<file path="config.mk">
export PLATFORM = sky130hd
export DESIGN_NAME = l1_trigger_event_builder_flat
export DESIGN_NICKNAME = d
export VERILOG_FILES = /design/src/rtl/l1_trigger_event_builder_if.sv /design/src/rtl/l1_trigger_event_builder.sv /design/src/flat_wrapper.sv
export SDC_FILE = /design/constraint.sdc
export NUM_CORES = 1
export LEC_CHECK = 0
export CAP_MARGIN = 20
export CORE_MARGIN = 10
export CORE_UTILIZATION = 60
export CTS_CLUSTER_SIZE = 8
export DETAILED_ROUTE_END_ITERATION = 7
export PLACE_DENSITY = 0.89
export SETUP_SLACK_MARGIN = 0.5
export SYNTH_ARGS = -nofsm -noshare
export SYNTH_HDL_FRONTEND = slang
export SYNTH_SLANG_ARGS = --single-unit
</file>
<file path="constraint.sdc">
create_clock -name aclk -period 5.76 [get_ports aclk]
set_input_delay 1.152 -clock aclk [delete_from_list [all_inputs] [get_ports aclk]]
set_output_delay 1.152 -clock aclk [all_outputs]
set_load 0.05 [all_outputs]
</file>
<file path="src/rtl/l1_trigger_event_builder_if.sv">
`default_nettype none
// ============================================================================
// Module      : l1_trigger_event_builder_if
// Description : Valid/ready event stream between the L1 event builder and the
//               downstream trigger link.
//               m_valid_o : producer has a word at the head of its queue
//               m_ready_i : consumer accepts the head word this cycle
//               m_data_o  : {timestamp, beam_mask} head word
// Revision    : 1.0 - initial release
// ============================================================================
interface l1_trigger_event_builder_if #(
    parameter int DATA_W = 34
) ();
    logic              m_valid_o;
    logic              m_ready_i;
    logic [DATA_W-1:0] m_data_o;

    modport master (output m_valid_o, output m_data_o, input m_ready_i);
    modport slave  (input m_valid_o, input m_data_o, output m_ready_i);
endinterface
`default_nettype wire

</file>
<file path="src/rtl/l1_trigger_event_builder.sv">
`default_nettype none
// ============================================================================
// Module      : l1_trigger_event_builder
// Description : Merges per-beam L1 trigger hits inside a short coincidence
//               window into one event, applies a dead-time holdoff, and
//               queues {timestamp, beam_mask} words in a first-word-fall-
//               through FIFO drained over a valid/ready stream.
// Ports       : aclk, aresetn        clock / async active-low reset
//               trig_i, beam_en_i    per-beam trigger bits and enables
//               enable_i             gates the start of new events
//               clear_i              zeroes timestamp and statistics counters
//               m_if (master)        event stream {m_valid_o,m_ready_i,m_data_o}
//               fifo_count_o         FIFO occupancy
//               overflow_cnt_o       events dropped on a full FIFO (saturating)
//               suppress_cnt_o       holdoff cycles that saw a hit (saturating)
//               busy_o               FSM is gathering or in holdoff
// Revision    : 1.0 - initial release
// ============================================================================
module l1_trigger_event_builder #(
    parameter int NBEAMS         = 2,
    parameter int TS_BITS        = 32,
    parameter int GATHER_CLOCKS  = 4,
    parameter int HOLDOFF_CLOCKS = 16,
    parameter int FIFO_DEPTH     = 16
) (
    input  logic                          aclk,
    input  logic                          aresetn,
    input  logic [NBEAMS-1:0]             trig_i,
    input  logic [NBEAMS-1:0]             beam_en_i,
    input  logic                          enable_i,
    input  logic                          clear_i,
    l1_trigger_event_builder_if.master    m_if,
    output logic [$clog2(FIFO_DEPTH):0]   fifo_count_o,
    output logic [15:0]                   overflow_cnt_o,
    output logic [15:0]                   suppress_cnt_o,
    output logic                          busy_o
);

    localparam int AW = $clog2(FIFO_DEPTH);
    localparam int DW = TS_BITS + NBEAMS;
    // Gather counter runs 1..GATHER_CLOCKS-1, holdoff counter 0..HOLDOFF_CLOCKS-1
    localparam int GW = (GATHER_CLOCKS > 1) ? $clog2(GATHER_CLOCKS) : 1;
    localparam int HW = (HOLDOFF_CLOCKS > 1) ? $clog2(HOLDOFF_CLOCKS) : 1;

    localparam logic [GW-1:0] c_gather_last = GW'(GATHER_CLOCKS - 1);
    localparam logic [HW-1:0] c_hold_last   = HW'(HOLDOFF_CLOCKS - 1);
    localparam logic [AW:0]   c_depth       = (AW+1)'(FIFO_DEPTH);

    typedef enum logic [1:0] {
        S_IDLE    = 2'd0,
        S_GATHER  = 2'd1,
        S_HOLDOFF = 2'd2
    } state_t;

    state_t              r_state;
    logic [GW-1:0]       r_gcnt;
    logic [HW-1:0]       r_hcnt;
    logic [TS_BITS-1:0]  r_ts;
    logic [TS_BITS-1:0]  r_ev_ts;
    logic [NBEAMS-1:0]   r_mask;

    logic [DW-1:0]       r_mem [FIFO_DEPTH];
    logic [AW-1:0]       r_wptr;
    logic [AW-1:0]       r_rptr;
    logic [AW:0]         r_count;
    logic [15:0]         r_ovf_cnt;
    logic [15:0]         r_sup_cnt;

    logic [NBEAMS-1:0]   w_hit;
    logic                w_hit_any;
    logic                w_start;
    logic                w_push;
    logic [DW-1:0]       w_push_data;
    logic                w_full;
    logic                w_valid;
    logic                w_wr;
    logic                w_rd;

    assign w_hit     = trig_i & beam_en_i;
    assign w_hit_any = |w_hit;
    assign w_start   = (r_state == S_IDLE) && w_hit_any && enable_i;

    // The push is combinational in the last window cycle so the word lands in
    // the FIFO on that edge and is visible at N+GATHER_CLOCKS.
    always_comb begin
        w_push      = 1'b0;
        w_push_data = {r_ev_ts, r_mask | w_hit};
        if ((r_state == S_GATHER) && (r_gcnt == c_gather_last)) begin
            w_push = 1'b1;
        end
        if ((GATHER_CLOCKS == 1) && w_start) begin
            w_push      = 1'b1;
            w_push_data = {r_ts, w_hit};
        end
    end

    // ---------------------------------------------------------------- timestamp
    always_ff @(posedge aclk or negedge aresetn) begin
        if (!aresetn) begin
            r_ts <= '0;
        end else if (clear_i) begin
            r_ts <= '0;
        end else begin
            r_ts <= r_ts + TS_BITS'(1);
        end
    end

    // ---------------------------------------------------------------- event FSM
    always_ff @(posedge aclk or negedge aresetn) begin
        if (!aresetn) begin
            r_state <= S_IDLE;
            r_gcnt  <= '0;
            r_hcnt  <= '0;
            r_ev_ts <= '0;
            r_mask  <= '0;
        end else begin
            case (r_state)
                S_IDLE: begin
                    if (w_start) begin
                        r_ev_ts <= r_ts;
                        r_mask  <= w_hit;
                        r_gcnt  <= GW'(1);
                        r_hcnt  <= '0;
                        r_state <= (GATHER_CLOCKS == 1) ? S_HOLDOFF : S_GATHER;
                    end
                end
                S_GATHER: begin
                    // enable_i is deliberately ignored: a started event completes
                    r_mask <= r_mask | w_hit;
                    if (r_gcnt == c_gather_last) begin
                        r_hcnt  <= '0;
                        r_state <= S_HOLDOFF;
                    end else begin
                        r_gcnt <= r_gcnt + GW'(1);
                    end
                end
                S_HOLDOFF: begin
                    if (r_hcnt == c_hold_last) begin
                        r_state <= S_IDLE;
                    end else begin
                        r_hcnt <= r_hcnt + HW'(1);
                    end
                end
                default: r_state <= S_IDLE;
            endcase
        end
    end

    // ---------------------------------------------------------------- FIFO
    // Full is judged on the pre-pop count, so a push into a full FIFO is
    // dropped even when a pop happens in the same cycle.
    assign w_full  = (r_count == c_depth);
    assign w_valid = (r_count != '0);
    assign w_wr    = w_push && !w_full;
    assign w_rd    = w_valid && m_if.m_ready_i;

    always_ff @(posedge aclk) begin
        if (w_wr) begin
            r_mem[r_wptr] <= w_push_data;
        end
    end

    always_ff @(posedge aclk or negedge aresetn) begin
        if (!aresetn) begin
            r_wptr  <= '0;
            r_rptr  <= '0;
            r_count <= '0;
        end else begin
            if (w_wr) begin
                r_wptr <= r_wptr + AW'(1);
            end
            if (w_rd) begin
                r_rptr <= r_rptr + AW'(1);
            end
            case ({w_wr, w_rd})
                2'b10:   r_count <= r_count + (AW+1)'(1);
                2'b01:   r_count <= r_count - (AW+1)'(1);
                default: r_count <= r_count;
            endcase
        end
    end

    // ---------------------------------------------------------------- statistics
    always_ff @(posedge aclk or negedge aresetn) begin
        if (!aresetn) begin
            r_ovf_cnt <= '0;
            r_sup_cnt <= '0;
        end else if (clear_i) begin
            r_ovf_cnt <= '0;
            r_sup_cnt <= '0;
        end else begin
            if (w_push && w_full && (r_ovf_cnt != 16'hFFFF)) begin
                r_ovf_cnt <= r_ovf_cnt + 16'd1;
            end
            if ((r_state == S_HOLDOFF) && w_hit_any && (r_sup_cnt != 16'hFFFF)) begin
                r_sup_cnt <= r_sup_cnt + 16'd1;
            end
        end
    end

    // ---------------------------------------------------------------- outputs
    // Head word is gated by valid so the stream reads zero while empty/reset.
    assign m_if.m_valid_o = w_valid;
    assign m_if.m_data_o  = w_valid ? r_mem[r_rptr] : '0;
    assign fifo_count_o   = r_count;
    assign overflow_cnt_o = r_ovf_cnt;
    assign suppress_cnt_o = r_sup_cnt;
    assign busy_o         = (r_state != S_IDLE);

endmodule
`default_nettype wire

</file>
<file path="src/flat_wrapper.sv">
// flat-port wrapper written by rule: the top's interface ports become plain ports
module l1_trigger_event_builder_flat 
#(
    parameter int NBEAMS         = 2,
    parameter int TS_BITS        = 32,
    parameter int GATHER_CLOCKS  = 4,
    parameter int HOLDOFF_CLOCKS = 16,
    parameter int FIFO_DEPTH     = 16
)
  (aclk, aresetn, trig_i, beam_en_i, enable_i, clear_i, fifo_count_o, overflow_cnt_o, suppress_cnt_o, busy_o, m_if_m_valid_o, m_if_m_data_o, m_if_m_ready_i);
  l1_trigger_event_builder_if #(.DATA_W(34)) m_if_i ();
  input  logic aclk;
  input  logic aresetn;
  input  logic [NBEAMS-1:0] trig_i;
  input  logic [NBEAMS-1:0] beam_en_i;
  input  logic enable_i;
  input  logic clear_i;
  output logic [$clog2(FIFO_DEPTH):0] fifo_count_o;
  output logic [15:0] overflow_cnt_o;
  output logic [15:0] suppress_cnt_o;
  output logic busy_o;
  output wire logic [$bits(m_if_i.m_valid_o)-1:0] m_if_m_valid_o;
  output wire logic [$bits(m_if_i.m_data_o)-1:0] m_if_m_data_o;
  input wire logic [$bits(m_if_i.m_ready_i)-1:0] m_if_m_ready_i;
  assign m_if_m_valid_o = m_if_i.m_valid_o;
  assign m_if_m_data_o = m_if_i.m_data_o;
  assign m_if_i.m_ready_i = m_if_m_ready_i;
  l1_trigger_event_builder #(.NBEAMS(NBEAMS), .TS_BITS(TS_BITS), .GATHER_CLOCKS(GATHER_CLOCKS), .HOLDOFF_CLOCKS(HOLDOFF_CLOCKS), .FIFO_DEPTH(FIFO_DEPTH)) u_core (.aclk(aclk), .aresetn(aresetn), .trig_i(trig_i), .beam_en_i(beam_en_i), .enable_i(enable_i), .clear_i(clear_i), .m_if(m_if_i), .fifo_count_o(fifo_count_o), .overflow_cnt_o(overflow_cnt_o), .suppress_cnt_o(suppress_cnt_o), .busy_o(busy_o));
endmodule
</file>
==> impl_metrics.py, run 1 <==
metrics = {
    "final_layout": {
        "area.growth.synth_to_final_pct": 16.88,
        "ff_latch_area_sq_um": 19320,
        "finalNetCount": 1612,
        "multi_input_comb_area_sq_um": 6773,
        "nFillCells": 2380,
        "diodes": 0,
        "drive_above_1_share": 0.1838,
        "final_std_cells_w_o_fill": 2250,
    },
    "sta": {
        "final.min_clock_period_ns": 4.910,
        "slew_violations": 0,
        "fin_crit_sh": 0.8524,
        "fmax_mhz": 203.7,
        "grt_setup_unrepaired": "false",
        "timing_worst_slew_pin_value_ns": 1.140,
        "timing.setup.tns_ns": 0,
        "setup_viol": 0,
        "clock-skew-final_ns": 0.03961,
        "hold_viol": 0,
        "max_slew_margin": 0.2372,
    },
    "pwr": {
        "p_sw_uw": 4956,
        "power_density_nw_per_um2": 494.9,
        "comb_power_share": 0.293,
        "p_leak_uw": 0.01064,
        "ir_drop_mv": 0.5651,
        "internal_power_uw": 10250,
        "power.share.sequential": 0.372,
        "clock_power_share": 0.335,
        "power.share.switching": 0.3258,
    },
    "grt": {
        "number_of_global_route_vias_before_repair": 15690,
        "grt_first_pass_wirelength_mm": 100.6,
        "gr-usage-all-layers": 0.2537,
        "globalRoute.totalOverflow": 0,
        "grt_max_degree": 140,
        "grt_antenna_before_repair": 0,
    },
    "detailed_routing": {
        "drc": 0,
        "avgViaCountPerCell": 6.701,
        "detailedRoute.firstPassIterationCount": 7,
        "number_of_vias_after_detailed_routing": 15080,
        "drt_iter0_drc": 2082,
        "ant_nets": 0,
        "wl_per_cell_microns": 29.61,
        "detail_route.wirelength_mm": 66.62,
    },
    "synth": {
        "edff_count_synth": 544,
        "mappedNetlistArea_sq_um": 26300,
        "yosysTopAreaCellShare": 0.6212,
        "synth.cells.most_frequent": "edfxtp_1, mux4_2, nand2_1",
        "synth_area_leaders": "edfxtp_1, mux4_2, dfrtp_1, mux2i_1, nand2_1",
        "yosys.cell_count.top_type": "edfxtp_1",
        "synth.net_count": 1476,
        "synth.lib_cells_used.distinct": 47,
        "synth-seq-area-share": 0.7345,
        "yosysTopAreaCell": "edfxtp_1",
        "synthCells": 1453,
        "yosys_most_used_dff": "edfxtp_1",
        "number_of_synthesized_register_bits": 663,
        "asyncSetResetFlopFracSynth": 0.1795,
        "count_of_warnings_emitted_by_yosys": 0,
        "postSynthAreaPerCell_sq_um": 18.10,
    },
    "flow_run": {
        "cap_viol_max_count": 0,
    },
    "critical_path": {
        "critical_path.reg2reg.startpoint": "u_core.r_gcnt[0]",
        "crit_chain": "nor4_1 > nand2b_1 > nand2_2 > o22ai_1 > clkdlybuf4s50_1",
        "worst_reg_to_reg_cells": 6,
        "timing.critical_path.to_type": "output pin",
        "crit_buf_inv": 1,
        "delay_of_the_slowest_critical_path_stage_ns": 0.87,
        "crit_slowest_cell": "nand2_2",
        "timing.critical_path.max_delay_family": "simple AND/OR/NAND/NOR gates",
        "timing_worst_setup_path_type": "reg -> out",
        "crit_cells": 5,
        "cp-startpoint": "u_core.fifo_count_o[2]",
        "start_kind": "register",
        "critPathArrivalTime_ns": 3.76,
        "critical_path_peak_fanout": 34,
        "required_time_at_the_worst_slack_endpoint_ns": 4.61,
    },
    "floorplanning": {
        "placementRows": 76,
        "coreArea_sq_um": 43170,
        "floorplan.die_area_sq_um": 52600,
        "effective_utilization_at_floorplan": 0.6091,
        "die-width_microns": 229.3,
        "floorplan.io_pins": 82,
        "dieHeight_microns": 229.3,
    },
    "clock_tree": {
        "worst_setup_hold_path_clk_slew_ns": 0.05,
        "cts_root_buffer": "clkbuf_16",
        "cts_resized": 0,
        "total_clock_buffers_created_by_cts": 92,
        "postCtsSetupBuffers": 0,
        "cts.path.max_buffers": 3,
        "ctsHtreeMaxLevel": 3,
        "clock_insertion_delay_worst_skew_ns": 0.64,
        "hold_buffers": 0,
        "clock_sink_count": 663,
        "tritoncts": "built",
    },
    "outcome": {
        "run_status": "completed",
    },
    "placed_design": {
        "place_hpwl_mm": 31.84,
        "place.detailed.instances": 2076,
        "port_buffers": 81,
        "finalWeightedCongestion": 0.8268,
    },
    "hold_path": {
        "hold-path-cell-count": 2,
        "hold_path_class": "reg -> reg",
        "worst_hold_startpoint": "u_core.r_mask[1]",
    },
}
layer usage:
| metal | part of all wire | GRT usage | routed length, microns |
|---|---|---|---|
| met5 | 0 | 0 | 0 |
| met4 | 0.046 | 0.1142 | 3059 |
| met3 | 0.10 | 0.06242 | 6722 |
| met2 | 0.50 | 0.4181 | 33400 |
| met1 | 0.35 | 0.3154 | 23440 |
worst register-to-register path: cells and delay by family, from the launching register on:
| kind | cells | cell delay, ns |
|---|---|---|
| buffers and inverters | 1 | 0.49 |
| AO/OA/AOI/OAI | 1 | 0.66 |
| AND/OR/NAND/NOR | 3 | 1.36 |
| adder cells (fa/ha/maj) | 1 | 0.21 |
| flip-flops | 1 | 0.37 |
power groups by stage:
stage / Sequential [uW] / Clock, uW / Combinational [uW]
6_report: 5660 / 5090 / 4460
4_1_cts: 5650 / 5130 / 4450
3_3_place_gp: 5710 / 0 / 4250
5_1_grt: 5670 / 5330 / 4680
2_1_floorplan: 5600 / 0 / 3210
3_5_place_dp: 5730 / 0 / 4340
logic make-up (layout without fill, tap and decap cells):
group                    count (synthesis)  after routing  synth area share
flip-flops                             663            663            0.7345
adder cells (fa/ha/maj)                 14             14          0.006662
buffers and inverters                   80            292           0.01294
AO/OA/AOI/OAI                           79             79           0.01794
XOR/XNOR                                66             66           0.02198
AND/OR/NAND/NOR                        343            343           0.06200
multiplexers                           208            208            0.1440
state kept, by name, indices dropped and copies added, names as in the netlist:
signal                 cells
u_core.r_mem             544
u_core.r_ev_ts            32
u_core.r_ts               32
u_core.overflow_cnt_o     16
u_core.suppress_cnt_o     16
u_core.fifo_count_o        5
u_core.r_hcnt              4
u_core.r_rptr              4
u_core.r_wptr              4
u_core.r_gcnt              2
u_core.r_mask              2
u_core.r_state             2
metrics by stage:
| stage | setup WS, ns | hold slack [ns] | power [uW] | utilization | cell area (sq um) |
|---|---|---|---|---|---|
| final | 0.8500 | 0.4825 | 15210 | 0.7119 | 30730 |
| after global placement | 1.533 | 0.4535 | 9959 | 0.6467 | 27920 |
| after global routing | 0.7448 | 0.5315 | 15690 | 0.7119 | 30730 |
| after CTS | 0.8383 | 0.4851 | 15230 | 0.7099 | 30650 |
| after floorplan | 1.372 | 0.4413 | 8808 | - | 26300 |
| after detailed placement | 1.517 | 0.4688 | 10060 | 0.6469 | 27930 |
cell type report:
| cell class | count | share of cell area |
|---|---|---|
| tap | 585 | 0.02382 |
| clock inverter | 5 | 0.003420 |
| clock buffer | 165 | 0.08521 |
| timing repair buffer | 114 | 0.03741 |
| sequential | 663 | 0.6288 |
| inverter | 8 | 0.0009771 |
| multi-input combinational | 710 | 0.2204 |
path summary, 6_finish.rpt:
path / endpoint / slack [ns]
max in group asynchronous: u_core.r_ev_ts[25] / 4.23
worst min register to register: u_core.r_mask[1] / 0.48
worst min-delay path: u_core.r_mask[1] / 0.48
worst max-delay path: m_if_m_data_o[32] / 0.85
worst max register to register: u_core.r_mem[8][4] / 2.30
min in group asynchronous: u_core.suppress_cnt_o[11] / 0.52
placed cells by master, fill, tap and decap left out, drive strengths merged, types with 22 or more instances in the layout:
cell type      Yosys  layout
nor2              82      82
o21ai             22      22
xor2              43      43
xnor2             23      23
o22ai             35      35
nand4             29      29
mux4             136     136
dfrtp            119     119
clkdlybuf4s50      0      79
edfxtp           544     544
clkbuf            49     165
mux2i             70      70
nand2            133     133
nand3             26      26
buf               23      35
Note: power is estimated with default switching activity, not from simulation.
==> run 2: changes to the inputs <==
--- a/config.mk
+++ b/config.mk
@@ -11,6 +11,7 @@
 export CTS_CLUSTER_SIZE = 8
 export DETAILED_ROUTE_END_ITERATION = 7
 export PLACE_DENSITY = 0.89
+export RECOVER_POWER = 50
 export SETUP_SLACK_MARGIN = 0.5
 export SYNTH_ARGS = -nofsm -noshare
 export SYNTH_HDL_FRONTEND = slang
==> impl_metrics.py, run 2 (same netlist as run 1, synthesis figures left out) <==
metrics = {
    "sta": {
        "clock-skew-final_ns": 0.03748,
        "setup_viol": 0,
        "grt_setup_unrepaired": "false",
        "timing.setup.tns_ns": 0,
        "timing_worst_slew_pin_value_ns": 2.358,
        "hold_viol": 0,
        "timing.hold.ws_ns": 0.4824,
        "max_slew_margin": -0.5720,
        "fmax_mhz": 204.0,
        "final.setup.worst_slack_ns": 0.8591,
        "final.min_clock_period_ns": 4.901,
        "fin_crit_sh": 0.8508,
        "slew_violations": 169,
    },
    "pwr": {
        "p_leak_uw": 0.01061,
        "ir_drop_mv": 0.5654,
        "power_density_nw_per_um2": 495.9,
    },
    "final_layout": {
        "area.growth.synth_to_final_pct": 16.67,
        "multi_input_comb_area_sq_um": 6760,
        "nFillCells": 2391,
        "largest_registers": "u_core.r_mem x544, u_core.r_ev_ts x32, u_core.r_ts x32",
        "finalNetCount": 1612,
        "diodes": 0,
        "largest_register_ffs": 544,
        "layout_commonest_cell": "edfxtp_1",
        "final_core_util": 0.7106,
        "drive_above_1_share": 0.1790,
        "ff_latch_area_sq_um": 19320,
        "layout.cells.most_common_list": "edfxtp_1, mux4_2, nand2_1, dfrtp_1, clkbuf_16",
        "final_design_area_no_fill_sq_um": 30680,
        "max_flop_register": "u_core.r_mem",
    },
    "grt": {
        "grt_max_degree": 140,
        "grt_antenna_before_repair": 0,
        "gr-usage-all-layers": 0.2537,
        "grt_first_pass_wirelength_mm": 100.6,
        "globalRoute.totalOverflow": 0,
        "number_of_global_route_vias_before_repair": 15690,
    },
    "placed_design": {
        "port_buffers": 81,
        "placedInstanceArea_sq_um": 27930,
        "finalWeightedCongestion": 0.8268,
        "placement.setup.worst_slack_ns": 1.517,
        "place_hpwl_mm": 31.84,
    },
    "detailed_routing": {
        "avgViaCountPerCell": 6.684,
        "drc": 0,
        "number_of_vias_after_detailed_routing": 15040,
        "wl_per_cell_microns": 29.68,
        "ant_nets": 0,
        "detailedRoute.firstPassIterationCount": 8,
        "drt_iter0_drc": 2017,
        "detail_route.wirelength_mm": 66.79,
    },
    "critical_path": {
        "start_kind": "register",
        "timing_worst_setup_path_type": "reg -> out",
        "critPathArrivalTime_ns": 3.75,
        "critical_path.reg2reg.startpoint": "u_core.r_gcnt[0]",
        "critical_path_peak_fanout": 34,
        "timing.critical_path.to_type": "output pin",
        "required_time_at_the_worst_slack_endpoint_ns": 4.61,
        "cp-startpoint": "u_core.fifo_count_o[2]",
    },
    "floorplanning": {
        "die-width_microns": 229.3,
        "floorplan.io_pins": 82,
        "dieHeight_microns": 229.3,
        "effective_utilization_at_floorplan": 0.6091,
        "placementRows": 76,
        "floorplan.die_area_sq_um": 52600,
        "coreArea_sq_um": 43170,
    },
    "outcome": {
        "run_status": "finished, violations left",
        "violations_in_the_final_reports": "capacitance limit, slew limit",
    },
    "clock_tree": {
        "cts_resized": 0,
        "cts.path.max_buffers": 3,
        "clock_sink_count": 663,
        "worst_setup_hold_path_clk_slew_ns": 0.05,
        "hold_buffers": 0,
        "cts_root_buffer": "clkbuf_16",
        "total_clock_buffers_created_by_cts": 92,
        "tritoncts": "built",
        "postCtsSetupBuffers": 0,
        "clock_insertion_delay_worst_skew_ns": 0.64,
        "ctsHtreeMaxLevel": 3,
    },
    "flow_run": {
        "cap_viol_max_count": 4,
    },
    "hold_path": {
        "hold_path_class": "reg -> reg",
        "worst_hold_startpoint": "u_core.r_mask[1]",
    },
}
## run 2: cell count changes in the layout (fill, tap and decap cells not counted), sizes merged
| cell | previous run | this run |
|---|---|---|
| dlygate4sd3 | 0 | 2 |
| clkdlybuf4s50 | 79 | 77 |
| clkbuf | 165 | 170 |
| buf | 35 | 30 |
## run 2: final cells by class
type / count / share of cell area
inverter: 8 / 0.0009788
multi-input combinational: 710 / 0.2204
tap: 585 / 0.02386
sequential: 663 / 0.6299
timing repair buffer: 114 / 0.03613
clock buffer: 165 / 0.08536
clock inverter: 5 / 0.003426
## run 2: routing by layer
metal	track usage	vias to the layer above	wire, microns
met5	0	-	0
met4	0.1142	0	2719
met3	0.06242	196	6772
met2	0.4181	1118	33690
met1	0.3154	7729	23610
li1	-	5995	-
## run 2: worst paths after layout
kind / end / slack [ns] / cells after the start
setup / recovery: m_if_m_data_o[32] / 0.86 / 5
hold / removal: u_core.r_mask[1] / 0.48 / 2
setup reg to reg: u_core.r_mem[8][4] / 2.25 / 6
hold reg to reg: u_core.r_mask[1] / 0.48 / 2
max in group asynchronous: u_core.r_rptr[3] / 1.34 / 2
min in group asynchronous: u_core.suppress_cnt_o[11] / 1.23 / 1
## run 2: critical path, stage by stage, from the launching register on
cell,delay (ns)
dfrtp_1,0.48
nor4_1,0.41
nand2b_1,0.21
nand2_2,0.86
o22ai_1,0.34
clkdlybuf4s50_1,0.80
## run 2: metrics by stage
step                power [uW]  std cells
floorplan                 8808       1453
global placement          9959       2075
detailed placement       10060       2076
CTS                      15230       2246
global route             15690       2250
finish                   15210       2250
## run 2: where the power goes
group	switching, uW	leakage, uW	internal [uW]
combinational	2630	0.00276	1830
sequential	293	0.00657	5360
clock	2030	0.00129	3060
total	4960	0.0106	10300
==> run 3: changes to the inputs <==
--- a/config.mk
+++ b/config.mk
@@ -6,13 +6,17 @@
 export NUM_CORES = 1
 export LEC_CHECK = 0
 export CAP_MARGIN = 20
+export CELL_PAD_IN_SITES_DETAIL_PLACEMENT = 1
+export CELL_PAD_IN_SITES_GLOBAL_PLACEMENT = 1
 export CORE_MARGIN = 10
-export CORE_UTILIZATION = 60
+export CORE_UTILIZATION = 53
 export CTS_CLUSTER_SIZE = 8
 export DETAILED_ROUTE_END_ITERATION = 7
-export PLACE_DENSITY = 0.89
+export GPL_TIMING_DRIVEN = 0
+export PLACE_DENSITY = 0.9
 export RECOVER_POWER = 50
 export SETUP_SLACK_MARGIN = 0.5
+export SLEW_MARGIN = 40
 export SYNTH_ARGS = -nofsm -noshare
 export SYNTH_HDL_FRONTEND = slang
 export SYNTH_SLANG_ARGS = --single-unit
==> impl_metrics.py, run 3 (same netlist as run 1, synthesis figures left out) <==
metrics = {
    "detailed_routing": {
        "ant_nets": 0,
        "detail_route.wirelength_mm": 79.12,
        "avgViaCountPerCell": 6.520,
        "drt_iter0_drc": 2136,
        "wl_per_cell_microns": 32.90,
        "detailedRoute.firstPassIterationCount": 5,
        "number_of_vias_after_detailed_routing": 15680,
        "drc": 0,
    },
    "sta": {
        "fmax_mhz": 192.4,
        "max_slew_margin": -0.7789,
        "slew_violations": 140,
        "fin_crit_sh": 0.9024,
        "final.min_clock_period_ns": 5.198,
        "clock-skew-final_ns": 0.02883,
        "grt_setup_unrepaired": "false",
        "timing_worst_slew_pin_value_ns": 2.668,
        "hold_viol": 0,
        "timing.setup.tns_ns": 0,
        "setup_viol": 0,
    },
    "final_layout": {
        "final_core_util": 0.6390,
        "layout_commonest_cell": "edfxtp_1",
        "nFillCells": 4202,
        "area.growth.synth_to_final_pct": 18.95,
        "layout.cells.most_common_list": "edfxtp_1, mux4_2, nand2_1, dfrtp_1, clkbuf_16",
        "finalNetCount": 1708,
        "largest_registers": "u_core.r_mem x544, u_core.r_ev_ts x32, u_core.r_ts x32",
        "largest_register_ffs": 544,
        "max_flop_register": "u_core.r_mem",
        "drive_above_1_share": 0.2022,
        "diodes": 0,
    },
    "critical_path": {
        "crit_chain": "clkbuf_1 > clkbuf_1 > mux4_2 > mux2i_1 > o22ai_1 > clkdlybuf4s50_1",
        "crit_buf_inv": 3,
        "required_time_at_the_worst_slack_endpoint_ns": 4.61,
        "timing.critical_path.max_delay_family": "buffers and inverters",
        "worst_reg_to_reg_cells": 9,
        "crit_slowest_cell": "clkdlybuf4s50_1",
        "timing_worst_setup_path_type": "reg -> out",
        "critical_path_peak_fanout": 10,
        "critPathArrivalTime_ns": 4.05,
        "rrSetupSlack_ns": 1.77,
        "timing.critical_path.to_type": "output pin",
        "delay_of_the_slowest_critical_path_stage_ns": 0.89,
        "start_kind": "register",
        "timing.critical_path.mode_cell": "clkbuf_1",
        "crit_cells": 6,
    },
    "floorplanning": {
        "floorplan.die_area_sq_um": 58920,
        "floorplan.io_pins": 82,
        "effective_utilization_at_floorplan": 0.5372,
        "dieHeight_microns": 242.7,
        "placementRows": 81,
        "coreArea_sq_um": 48950,
        "die-width_microns": 242.7,
    },
    "clock_tree": {
        "ctsHtreeMaxLevel": 3,
        "total_clock_buffers_created_by_cts": 92,
        "clock_sink_count": 663,
        "cts.path.max_buffers": 3,
        "worst_setup_hold_path_clk_slew_ns": 0.05,
        "hold_buffers": 0,
        "clock_insertion_delay_worst_skew_ns": 0.63,
        "tritoncts": "built",
        "cts_root_buffer": "clkbuf_16",
    },
    "placed_design": {
        "finalWeightedCongestion": 0.8111,
        "place_hpwl_mm": 46.58,
        "port_buffers": 80,
    },
    "grt": {
        "grt_first_pass_wirelength_mm": 118.0,
        "grt_max_degree": 74,
        "gr-usage-all-layers": 0.2699,
        "number_of_global_route_vias_before_repair": 17070,
        "grt_antenna_before_repair": 0,
        "globalRoute.totalOverflow": 0,
    },
    "outcome": {
        "violations_in_the_final_reports": "capacitance limit, slew limit",
        "run_status": "finished, violations left",
    },
    "pwr": {
        "ir_drop_mv": 0.2789,
        "p_leak_uw": 0.01096,
        "power_density_nw_per_um2": 495.8,
    },
    "flow_run": {
        "cap_viol_max_count": 4,
    },
    "hold_path": {
        "hold-path-cell-count": 2,
        "hold_path_class": "reg -> reg",
    },
}
run 3: cell count changes in the layout (fill, tap and decap cells not counted), sizes merged:
cell    previous run  this run
inv               10         9
clkbuf           170       204
clkinv             3         0
buf               30        76
run 3: final timing paths:
kind	start	end
worst max-delay path	u_core.r_rptr[1]	m_if_m_data_o[24]
worst min-delay path	u_core.r_mask[0]	u_core.r_mask[0]
worst max register to register	u_core.fifo_count_o[1]	u_core.r_mem[2][9]
worst min register to register	u_core.r_mask[0]	u_core.r_mask[0]
max in group asynchronous	aresetn	u_core.r_ev_ts[9]
min in group asynchronous	aresetn	u_core.suppress_cnt_o[10]
run 3: metrics by stage:
step                hold slack (ns)  power (uW)  cells  setup slack [ns]  area [sq um]
floorplan                    0.4413        8808   1453             1.372         26300
global placement             0.4535       10210   2197            -1.418         27930
detailed placement           0.4668       10450   2254            0.9196         28740
CTS                          0.4275       15560   2404            0.5018         31340
global route                 0.4979       15990   2405            0.3789         31280
finish                       0.4758       15510   2405            0.5620         31280
run 3: layout make-up:
class	count	area, sq um	area share
buffer	72	329.1	0.01052
clock buffer	149	2580	0.08249
clock inverter	1	8.758	0.0002800
inverter	8	30.03	0.0009601
multi-input combinational	710	6729	0.2151
sequential	663	19310	0.6175
tap	664	830.8	0.02656
timing repair buffer	138	1456	0.04656
run 3: timing repair:
| action | 4_1_cts | 5_1_grt |
|---|---|---|
| buffers inserted | 0 | 0 |
| gates resized for setup | 7 | 6 |
| endpoints found under the setup margin | 34 | 16 |
run 3: power breakdown:
| part | leakage (uW) | internal, uW | switching [uW] |
|---|---|---|---|
| Combinational | 0.00315 | 1850 | 3140 |
| Clock | 0.00124 | 3010 | 2000 |
| Sequential | 0.00657 | 5360 | 140 |
| Total | 0.0110 | 10200 | 5290 |
run 3: tightest hold or removal path, cell delays in order, from the launching register on:
cell and delay [ns]:
dfrtp_1 0.33, nand2_1 0.05, o21ai_0 0.06
run 3: routing by layer:
layer  GRT usage  wire length, microns  up-vias
li1            -                     -     6164
met1      0.3494                 29520     8182
met2      0.4363                 39050     1157
met3     0.06973                  8200      178
met4     0.09741                  2357        0
met5           0                     0        -
